### src/rtl/sdram_rw_arbiter_if.sv
// rtl/sdram_rw_arbiter_if.sv - Avalon-MM burst bus shared by the arbiter's requester and master ports
//
// One signal bundle serves all three arbiter ports; the modports pick the
// direction from the arbiter's point of view.
//   sdram_write_slave_port     : write requester (address, burstcount, writedata,
//                                byteenable, write in; waitrequest out)
//   sdram_read_slave_port      : read requester (address, burstcount, read in;
//                                waitrequest, readdata, readdatavalid out)
//   sdram_bidirect_master_port : shared SDRAM master (command out; waitrequest,
//                                readdata, readdatavalid in)
interface sdram_ifc #(
  parameter int WIDTH_ADDR = 29,
  parameter int WIDTH_DATA = 64,
  parameter int WIDTH_BE   = 8,
  parameter int WIDTH_BC   = 8
);
  logic [WIDTH_ADDR-1:0] address;
  logic [WIDTH_BC-1:0]   burstcount;
  logic [WIDTH_DATA-1:0] writedata;
  logic [WIDTH_BE-1:0]   byteenable;
  logic                  write;
  logic                  read;
  logic                  waitrequest;
  logic [WIDTH_DATA-1:0] readdata;
  logic                  readdatavalid;

  modport sdram_write_slave_port (
    input  address, burstcount, writedata, byteenable, write,
    output waitrequest
  );

  modport sdram_read_slave_port (
    input  address, burstcount, read,
    output waitrequest, readdata, readdatavalid
  );

  modport sdram_bidirect_master_port (
    output address, burstcount, writedata, byteenable, write, read,
    input  waitrequest, readdata, readdatavalid
  );
endinterface

### src/rtl/sdram_rw_arbiter.sv
// rtl/sdram_rw_arbiter.sv - round-robin burst arbiter sharing one SDRAM master between a write and a read channel
//
// Ports:
//   clk, reset     : single clock, synchronous active-high reset
//   wr_s           : frame-writer burst write requester
//   rd_s           : frame-reader burst read requester
//   m              : shared Avalon-MM burst master towards the SDRAM bridge
//   rd_outstanding : read beats issued but not yet returned
//   busy           : FSM not idle or reads still outstanding
//   rdv_err        : sticky, readdatavalid arrived with nothing outstanding
module sdram_rw_arbiter #(
  parameter int WIDTH_ADDR   = 29,
  parameter int WIDTH_DATA   = 64,
  parameter int WIDTH_BE     = 8,
  parameter int MAX_RD_BEATS = 256
) (
  input  logic                             clk,
  input  logic                             reset,
  sdram_ifc.sdram_write_slave_port         wr_s,
  sdram_ifc.sdram_read_slave_port          rd_s,
  sdram_ifc.sdram_bidirect_master_port     m,
  output logic [8:0]                       rd_outstanding,
  output logic                             busy,
  output logic                             rdv_err
);

  typedef enum logic [1:0] {
    ST_IDLE     = 2'd0,
    ST_WR_BURST = 2'd1,
    ST_RD_CMD   = 2'd2
  } state_t;

  typedef enum logic {
    GNT_WRITE = 1'b0,
    GNT_READ  = 1'b1
  } grant_t;

  state_t      state_q, state_d;
  grant_t      last_grant_q, last_grant_d;
  logic [7:0]  wr_beats_q, wr_beats_d;
  logic [8:0]  rd_outstanding_q, rd_outstanding_d;
  logic        rdv_err_q, rdv_err_d;

  logic [7:0]  wr_bc_eff;
  logic [7:0]  rd_bc_eff;
  logic [9:0]  rd_sum;
  logic        wr_elig;
  logic        rd_elig;
  logic        wr_accept;
  logic        rd_accept;
  logic        rdv_stray;
  logic [9:0]  rd_next_wide;

  // A burstcount of 0 is treated as a single beat.
  assign wr_bc_eff = (wr_s.burstcount == 8'd0) ? 8'd1 : wr_s.burstcount;
  assign rd_bc_eff = (rd_s.burstcount == 8'd0) ? 8'd1 : rd_s.burstcount;

  // Widened to 10 bits so a near-full counter plus a long burst cannot wrap.
  assign rd_sum  = {1'b0, rd_outstanding_q} + {2'b00, rd_bc_eff};
  assign rd_elig = rd_s.read && (rd_sum <= 10'(MAX_RD_BEATS));
  assign wr_elig = wr_s.write;

  assign wr_accept = (state_q == ST_WR_BURST) && wr_s.write && !m.waitrequest;
  assign rd_accept = (state_q == ST_RD_CMD) && rd_s.read && !m.waitrequest;

  // A returning beat with nothing outstanding does not belong to any issued read.
  assign rdv_stray = m.readdatavalid && (rd_outstanding_q == 9'd0);

  // Command forwarding: the granted requester drives the master directly.
  always_comb begin
    m.address        = {WIDTH_ADDR{1'b0}};
    m.burstcount     = 8'd0;
    m.writedata      = {WIDTH_DATA{1'b0}};
    m.byteenable     = {WIDTH_BE{1'b0}};
    m.write          = 1'b0;
    m.read           = 1'b0;
    wr_s.waitrequest = 1'b1;
    rd_s.waitrequest = 1'b1;
    case (state_q)
      ST_WR_BURST: begin
        m.address        = wr_s.address;
        m.burstcount     = wr_s.burstcount;
        m.writedata      = wr_s.writedata;
        m.byteenable     = wr_s.byteenable;
        m.write          = wr_s.write;
        wr_s.waitrequest = m.waitrequest;
      end
      ST_RD_CMD: begin
        m.address        = rd_s.address;
        m.burstcount     = rd_s.burstcount;
        m.read           = rd_s.read;
        rd_s.waitrequest = m.waitrequest;
      end
      default: ;
    endcase
  end

  // Read data is returned unconditionally, independent of the grant.
  assign rd_s.readdata      = m.readdata;
  assign rd_s.readdatavalid = m.readdatavalid;

  always_comb begin
    state_d      = state_q;
    last_grant_d = last_grant_q;
    wr_beats_d   = wr_beats_q;
    rdv_err_d    = rdv_err_q | rdv_stray;

    case (state_q)
      ST_IDLE: begin
        if (wr_elig && (!rd_elig || last_grant_q == GNT_READ)) begin
          state_d      = ST_WR_BURST;
          last_grant_d = GNT_WRITE;
        end else if (rd_elig) begin
          state_d      = ST_RD_CMD;
          last_grant_d = GNT_READ;
        end
      end
      ST_WR_BURST: begin
        // wr_beats_q == 0 inside a burst means no beat has been accepted yet;
        // it returns to 0 exactly when the last beat goes out.
        if (wr_accept) begin
          if (wr_beats_q == 8'd0) begin
            wr_beats_d = wr_bc_eff - 8'd1;
            if (wr_bc_eff == 8'd1) begin
              state_d = ST_IDLE;
            end
          end else begin
            wr_beats_d = wr_beats_q - 8'd1;
            if (wr_beats_q == 8'd1) begin
              state_d = ST_IDLE;
            end
          end
        end
      end
      ST_RD_CMD: begin
        if (!rd_s.read || rd_accept) begin
          state_d = ST_IDLE;
        end
      end
      default: state_d = ST_IDLE;
    endcase

    rd_next_wide = {1'b0, rd_outstanding_q}
                 + (rd_accept ? {2'b00, rd_bc_eff} : 10'd0)
                 - ((m.readdatavalid && !rdv_stray) ? 10'd1 : 10'd0);
    rd_outstanding_d = rd_next_wide[8:0];
  end

  always_ff @(posedge clk) begin
    if (reset) begin
      state_q          <= ST_IDLE;
      last_grant_q     <= GNT_READ;
      wr_beats_q       <= 8'd0;
      rd_outstanding_q <= 9'd0;
      rdv_err_q        <= 1'b0;
    end else begin
      state_q          <= state_d;
      last_grant_q     <= last_grant_d;
      wr_beats_q       <= wr_beats_d;
      rd_outstanding_q <= rd_outstanding_d;
      rdv_err_q        <= rdv_err_d;
    end
  end

  assign rd_outstanding = rd_outstanding_q;
  assign rdv_err        = rdv_err_q;
  assign busy           = (state_q != ST_IDLE) || (rd_outstanding_q != 9'd0);

endmodule

### src/flat_wrapper.sv
// flat-port wrapper written by rule: the top's interface ports become plain ports
module sdram_rw_arbiter_flat 
#(
  parameter int WIDTH_ADDR   = 29,
  parameter int WIDTH_DATA   = 64,
  parameter int WIDTH_BE     = 8,
  parameter int MAX_RD_BEATS = 256
)
  (clk, reset, rd_outstanding, busy, rdv_err, wr_s_address, wr_s_burstcount, wr_s_writedata, wr_s_byteenable, wr_s_write, wr_s_waitrequest, rd_s_address, rd_s_burstcount, rd_s_read, rd_s_waitrequest, rd_s_readdata, rd_s_readdatavalid, m_address, m_burstcount, m_writedata, m_byteenable, m_write, m_read, m_waitrequest, m_readdata, m_readdatavalid);
  sdram_ifc #(.WIDTH_ADDR(WIDTH_ADDR), .WIDTH_DATA(WIDTH_DATA), .WIDTH_BE(WIDTH_BE)) wr_s_i ();
  sdram_ifc #(.WIDTH_ADDR(WIDTH_ADDR), .WIDTH_DATA(WIDTH_DATA), .WIDTH_BE(WIDTH_BE)) rd_s_i ();
  sdram_ifc #(.WIDTH_ADDR(WIDTH_ADDR), .WIDTH_DATA(WIDTH_DATA), .WIDTH_BE(WIDTH_BE)) m_i ();
  input  logic clk;
  input  logic reset;
  output logic [8:0] rd_outstanding;
  output logic busy;
  output logic rdv_err;
  input wire logic [$bits(wr_s_i.address)-1:0] wr_s_address;
  input wire logic [$bits(wr_s_i.burstcount)-1:0] wr_s_burstcount;
  input wire logic [$bits(wr_s_i.writedata)-1:0] wr_s_writedata;
  input wire logic [$bits(wr_s_i.byteenable)-1:0] wr_s_byteenable;
  input wire logic [$bits(wr_s_i.write)-1:0] wr_s_write;
  output wire logic [$bits(wr_s_i.waitrequest)-1:0] wr_s_waitrequest;
  input wire logic [$bits(rd_s_i.address)-1:0] rd_s_address;
  input wire logic [$bits(rd_s_i.burstcount)-1:0] rd_s_burstcount;
  input wire logic [$bits(rd_s_i.read)-1:0] rd_s_read;
  output wire logic [$bits(rd_s_i.waitrequest)-1:0] rd_s_waitrequest;
  output wire logic [$bits(rd_s_i.readdata)-1:0] rd_s_readdata;
  output wire logic [$bits(rd_s_i.readdatavalid)-1:0] rd_s_readdatavalid;
  output wire logic [$bits(m_i.address)-1:0] m_address;
  output wire logic [$bits(m_i.burstcount)-1:0] m_burstcount;
  output wire logic [$bits(m_i.writedata)-1:0] m_writedata;
  output wire logic [$bits(m_i.byteenable)-1:0] m_byteenable;
  output wire logic [$bits(m_i.write)-1:0] m_write;
  output wire logic [$bits(m_i.read)-1:0] m_read;
  input wire logic [$bits(m_i.waitrequest)-1:0] m_waitrequest;
  input wire logic [$bits(m_i.readdata)-1:0] m_readdata;
  input wire logic [$bits(m_i.readdatavalid)-1:0] m_readdatavalid;
  assign wr_s_i.address = wr_s_address;
  assign wr_s_i.burstcount = wr_s_burstcount;
  assign wr_s_i.writedata = wr_s_writedata;
  assign wr_s_i.byteenable = wr_s_byteenable;
  assign wr_s_i.write = wr_s_write;
  assign wr_s_waitrequest = wr_s_i.waitrequest;
  assign rd_s_i.address = rd_s_address;
  assign rd_s_i.burstcount = rd_s_burstcount;
  assign rd_s_i.read = rd_s_read;
  assign rd_s_waitrequest = rd_s_i.waitrequest;
  assign rd_s_readdata = rd_s_i.readdata;
  assign rd_s_readdatavalid = rd_s_i.readdatavalid;
  assign m_address = m_i.address;
  assign m_burstcount = m_i.burstcount;
  assign m_writedata = m_i.writedata;
  assign m_byteenable = m_i.byteenable;
  assign m_write = m_i.write;
  assign m_read = m_i.read;
  assign m_i.waitrequest = m_waitrequest;
  assign m_i.readdata = m_readdata;
  assign m_i.readdatavalid = m_readdatavalid;
  sdram_rw_arbiter #(.WIDTH_ADDR(WIDTH_ADDR), .WIDTH_DATA(WIDTH_DATA), .WIDTH_BE(WIDTH_BE), .MAX_RD_BEATS(MAX_RD_BEATS)) u_core (.clk(clk), .reset(reset), .wr_s(wr_s_i), .rd_s(rd_s_i), .m(m_i), .rd_outstanding(rd_outstanding), .busy(busy), .rdv_err(rdv_err));
endmodule
### config.mk
export PLATFORM = sky130hd
export DESIGN_NAME = sdram_rw_arbiter_flat
export DESIGN_NICKNAME = d
export VERILOG_FILES = /design/src/rtl/sdram_rw_arbiter_if.sv /design/src/rtl/sdram_rw_arbiter.sv /design/src/flat_wrapper.sv
export SDC_FILE = /design/constraint.sdc
export NUM_CORES = 1
export LEC_CHECK = 0
export BUFFER_PORTS_ARGS = -buffer_cell sky130_fd_sc_hd__buf_4
export CORE_AREA = 2 2 158 160
export DETAILED_ROUTE_END_ITERATION = 16
export DIE_AREA = 0 0 160 162
export GPL_ROUTABILITY_DRIVEN = 0
export PLACE_DENSITY = 0.48
export SLEW_MARGIN = 25
export SYNTH_ARGS = -nofsm -noshare
export SYNTH_HDL_FRONTEND = slang
export SYNTH_SLANG_ARGS = --single-unit
export TNS_END_PERCENT = 10
### constraint.sdc
create_clock -name clk -period 3.86 [get_ports clk]
set_input_delay 0.386 -clock clk [delete_from_list [all_inputs] [get_ports clk]]
set_output_delay 0.386 -clock clk [all_outputs]
set_load 0.02 [all_outputs]
==> reports/results.tsv <==
stage	metric	value	unit
run_status	outcome	completed	
pwr	p_leak	2.71	nW
clock_tree	cts_resized	0	
yosys	synthDistinctLibCells	51	
worst_setup_path	r2r_slack	540	ps
yosys	synth_top_area_share	13.0	%
yosys	avgSynthCellArea	7.20	sq um
route	dr.pass1.iters	5	
layout	drive_above_1_share	41.7	%
yosys	ys_warn_count	0	
sta	slew_headroom	51.5	%
sta	max_freq	301	MHz
layout	mostFrequentLayoutCell	buf_4	
route	vias_per_cell	4.27	
placed_design	place_area	5680	sq um
sta	setup_viol	0	
placed_design	io_buffer_count	276	
worst_setup_path	reg2regPathDepth	14	
route	antenna_left	0	
worst_setup_path	worstSetupEndpointType	flop	
clock_tree	clkSlewWorstSetupHoldPaths	60	ps
pwr	power.internal	1.61	mW
yosys	synth_edf_count	0	
route	drtIter0Drc	309	
floorplanning	io-pin-count	405	
sta	slew_viol_final	0	
route	via_count	4420	
grt	grt_pass1_wl	29600	um
layout	layout.nets	961	
yosys	synth-seq-cells	21	
worst_setup_path	path_max_fanout	8	
clock_tree	clock_latency	260	ps
floorplanning	rows	57	
sta	rsz0062_at_grt	no	
clock_tree	cts_setup_buffers	0	
route	drt_wl_total	21500	um
floorplanning	dieHeight	162	um
clock_tree	cts_sinks	21	
pwr	combPwrFrac	82.4	%
yosys	synthFlopType	dfxtp_1	
pwr	peakVddDrop	0.297	mV
layout	layout_common_cells	buf_4 (281), and2_1 (77), nor2b_1 (45), a22oi_1 (39), inv_1 (36)	
pwr	p_per_area	584	nW/um^2
yosys	syn_nets	771	
sta	tightest_slew	728	ps
yosys	ys_async_sr_fraction	0	%
sta	final.min_clock_period	3320	ps
run	maxCapViolCount	0	
yosys	yosysTopAreaCell	buf_4	
sta	period_share	86.0	%
worst_setup_path	arrival	3470	ps
worst_setup_path	cp-start-kind	flop	
clock_tree	cts_max_path_buffers	2	
floorplanning	dieArea	25900	sq um
worst_setup_path	crit_start	u_core.state_q[0]$_SDFFE_PP0P_	
floorplanning	core_area	24100	sq um
worst_setup_path	timing.rr.start	u_core.state_q[0]$_SDFFE_PP0P_	
yosys	synth_cells	521	
grt	grt_max_degree	53	
layout	fin_area	5760	sq um
clock_tree	cts_tree	built	
floorplanning	start_util	15.6	%
route	wl_per_cell	20.7	um
worst_setup_path	worstSetupPathType	flop to flop	
yosys	ys_seq_area_share	11.2	%
clock_tree	hold_buffers	0	
pwr	p_switching	1.75	mW
pwr	p_sw_share	52.2	%
grt	antenna_found_initial	1	
min_path	hp-class	primary input to flop	
pwr	power_frac_seq	10.7	%
layout	syn_to_final_growth	53.4	%
sta	skew	2.27	ps
grt	overflow	0	
route	post-route-drc-count	0	
worst_setup_path	crit_required	4010	ps
pwr	clkPwrFrac	6.9	%
yosys	syn-cell-area	3750	sq um
worst_setup_path	worstReg2RegEnd	u_core.rd_outstanding[8]$_SDFF_PP0_	
sta	final-hold-violation-count	0	
yosys	synth_area_leaders	buf_4 (13%), and2_1 (13%), dfxtp_1 (11%)	
grt	grt_usage	15.6	%
placed_design	dp_hpwl	18900	um
clock_tree	cts_buffers	3	
worst_setup_path	endpoint	u_core.rd_outstanding[8]$_SDFF_PP0_	
clock_tree	root_buffer	clkbuf_16	
floorplanning	die_width	160	um
clock_tree	htreeDepth	1	
sta	finalSetupTns	0	ps
grt	first_global_vias	4312	
[power by group through the flow]
stage	logic [mW]	clock network, mW	registers, mW
CTS	2.81	0.238	0.362
floorplan	1.77	0	0.389
global route	3.04	0.247	0.372
global placement	2.81	0	0.359
finish	2.77	0.231	0.360
detailed placement	2.80	0	0.365
[worst max-delay path, cell delays in order (launching register included)]
cell      delay (ps)
dfxtp_1          420
inv_1            100
ha_2             190
and2_1           160
nor2b_1          130
buf_4            160
nand2_1           90
ha_1             260
fa_1             450
nor2b_1          170
o21ai_0          110
a21boi_0         240
o21ai_0          190
a21oi_1          190
mux2_2           340
[state kept, by name (all words and copies together) (netlist names)]
| signal | cells |
|---|---|
| u_core.state_q | 2 |
| u_core.rd_outstanding | 9 |
| u_core.wr_beats_q | 8 |
| u_core.last_grant_q | 1 |
| u_core.rdv_err | 1 |
[metal layers]
layer | up-vias | track usage, % | share of wire, %
li1 | 2096 | - | -
met1 | 2010 | 17.9 | 39
met2 | 291 | 26.1 | 47
met3 | 21 | 6.33 | 11
met4 | 2 | 5.41 | 2.4
met5 | - | 2.46 | 0.39
[cells by family (layout without fill, tap and decap cells)]
logic type                 after synthesis  count (layout)  share of synthesized area, %
adders and majority gates               34              34                          11.7
other                                    0               1                             0
muxes                                    3               3                         0.867
xor gates and xnor gates                11              11                          2.57
and+or+nand+nor                        208             208                          32.9
buffers and inverters                  132             321                          19.7
AOI/OAI and AO/OA                      112             112                          21.0
DFF                                     21              21                          11.2
[worst min-delay path by stage]
stage | start | to | slack (ps) | cells after the start
after floorplan | u_core.wr_beats_q[5]$_SDFFE_PP0P_ | u_core.wr_beats_q[5]$_SDFFE_PP0P_ | 430 | 2
after global placement | u_core.wr_beats_q[5]$_SDFFE_PP0P_ | u_core.wr_beats_q[5]$_SDFFE_PP0P_ | 440 | 2
after detailed placement | u_core.wr_beats_q[5]$_SDFFE_PP0P_ | u_core.wr_beats_q[5]$_SDFFE_PP0P_ | 450 | 2
after global routing | m_readdatavalid | u_core.rdv_err$_SDFF_PP0_ | 410 | 3
after CTS | m_readdatavalid | u_core.rdv_err$_SDFF_PP0_ | 390 | 3
final | m_readdatavalid | u_core.rdv_err$_SDFF_PP0_ | 390 | 3
[synthesized netlist by cell type (all sizes together) (6+ instances only)]
library cell	number
and2	77
buf	71
nor2b	45
a22oi	39
inv	36
ha	32
clkbuf	25
a21oi	22
dfxtp	21
nand2	20
nor2	17
o21ai	16
nor3	14
nor4	7
xor2	7
a21o	6
[layout make-up]
cell class	instances	area (sq um)
Antenna cell	1	2.50
Tap cell	324	405
Clock buffer	4	78.8
Inverter	36	135
Fill cell	2744	18300
Sequential cell	21	420
Timing Repair Buffer	281	2110
Multi-Input combinational cell	368	2610
[stage by stage]
| stage | setup slack [ps] | utilization, % | instances | hold WS, ps | power, mW |
|---|---|---|---|---|---|
| CTS | 569 | 23.9 | 1034 | 393 | 3.41 |
| global route | 265 | 23.9 | 1035 | 408 | 3.66 |
| detailed placement | 589 | 23.6 | 1030 | 449 | 3.17 |
| floorplan | 628 | - | 521 | 428 | 2.16 |
| global placement | 680 | 23.6 | 1030 | 445 | 3.17 |
| finish | 542 | 23.9 | 1035 | 393 | 3.36 |
No activity file was read; power rests on OpenSTA's default activity.
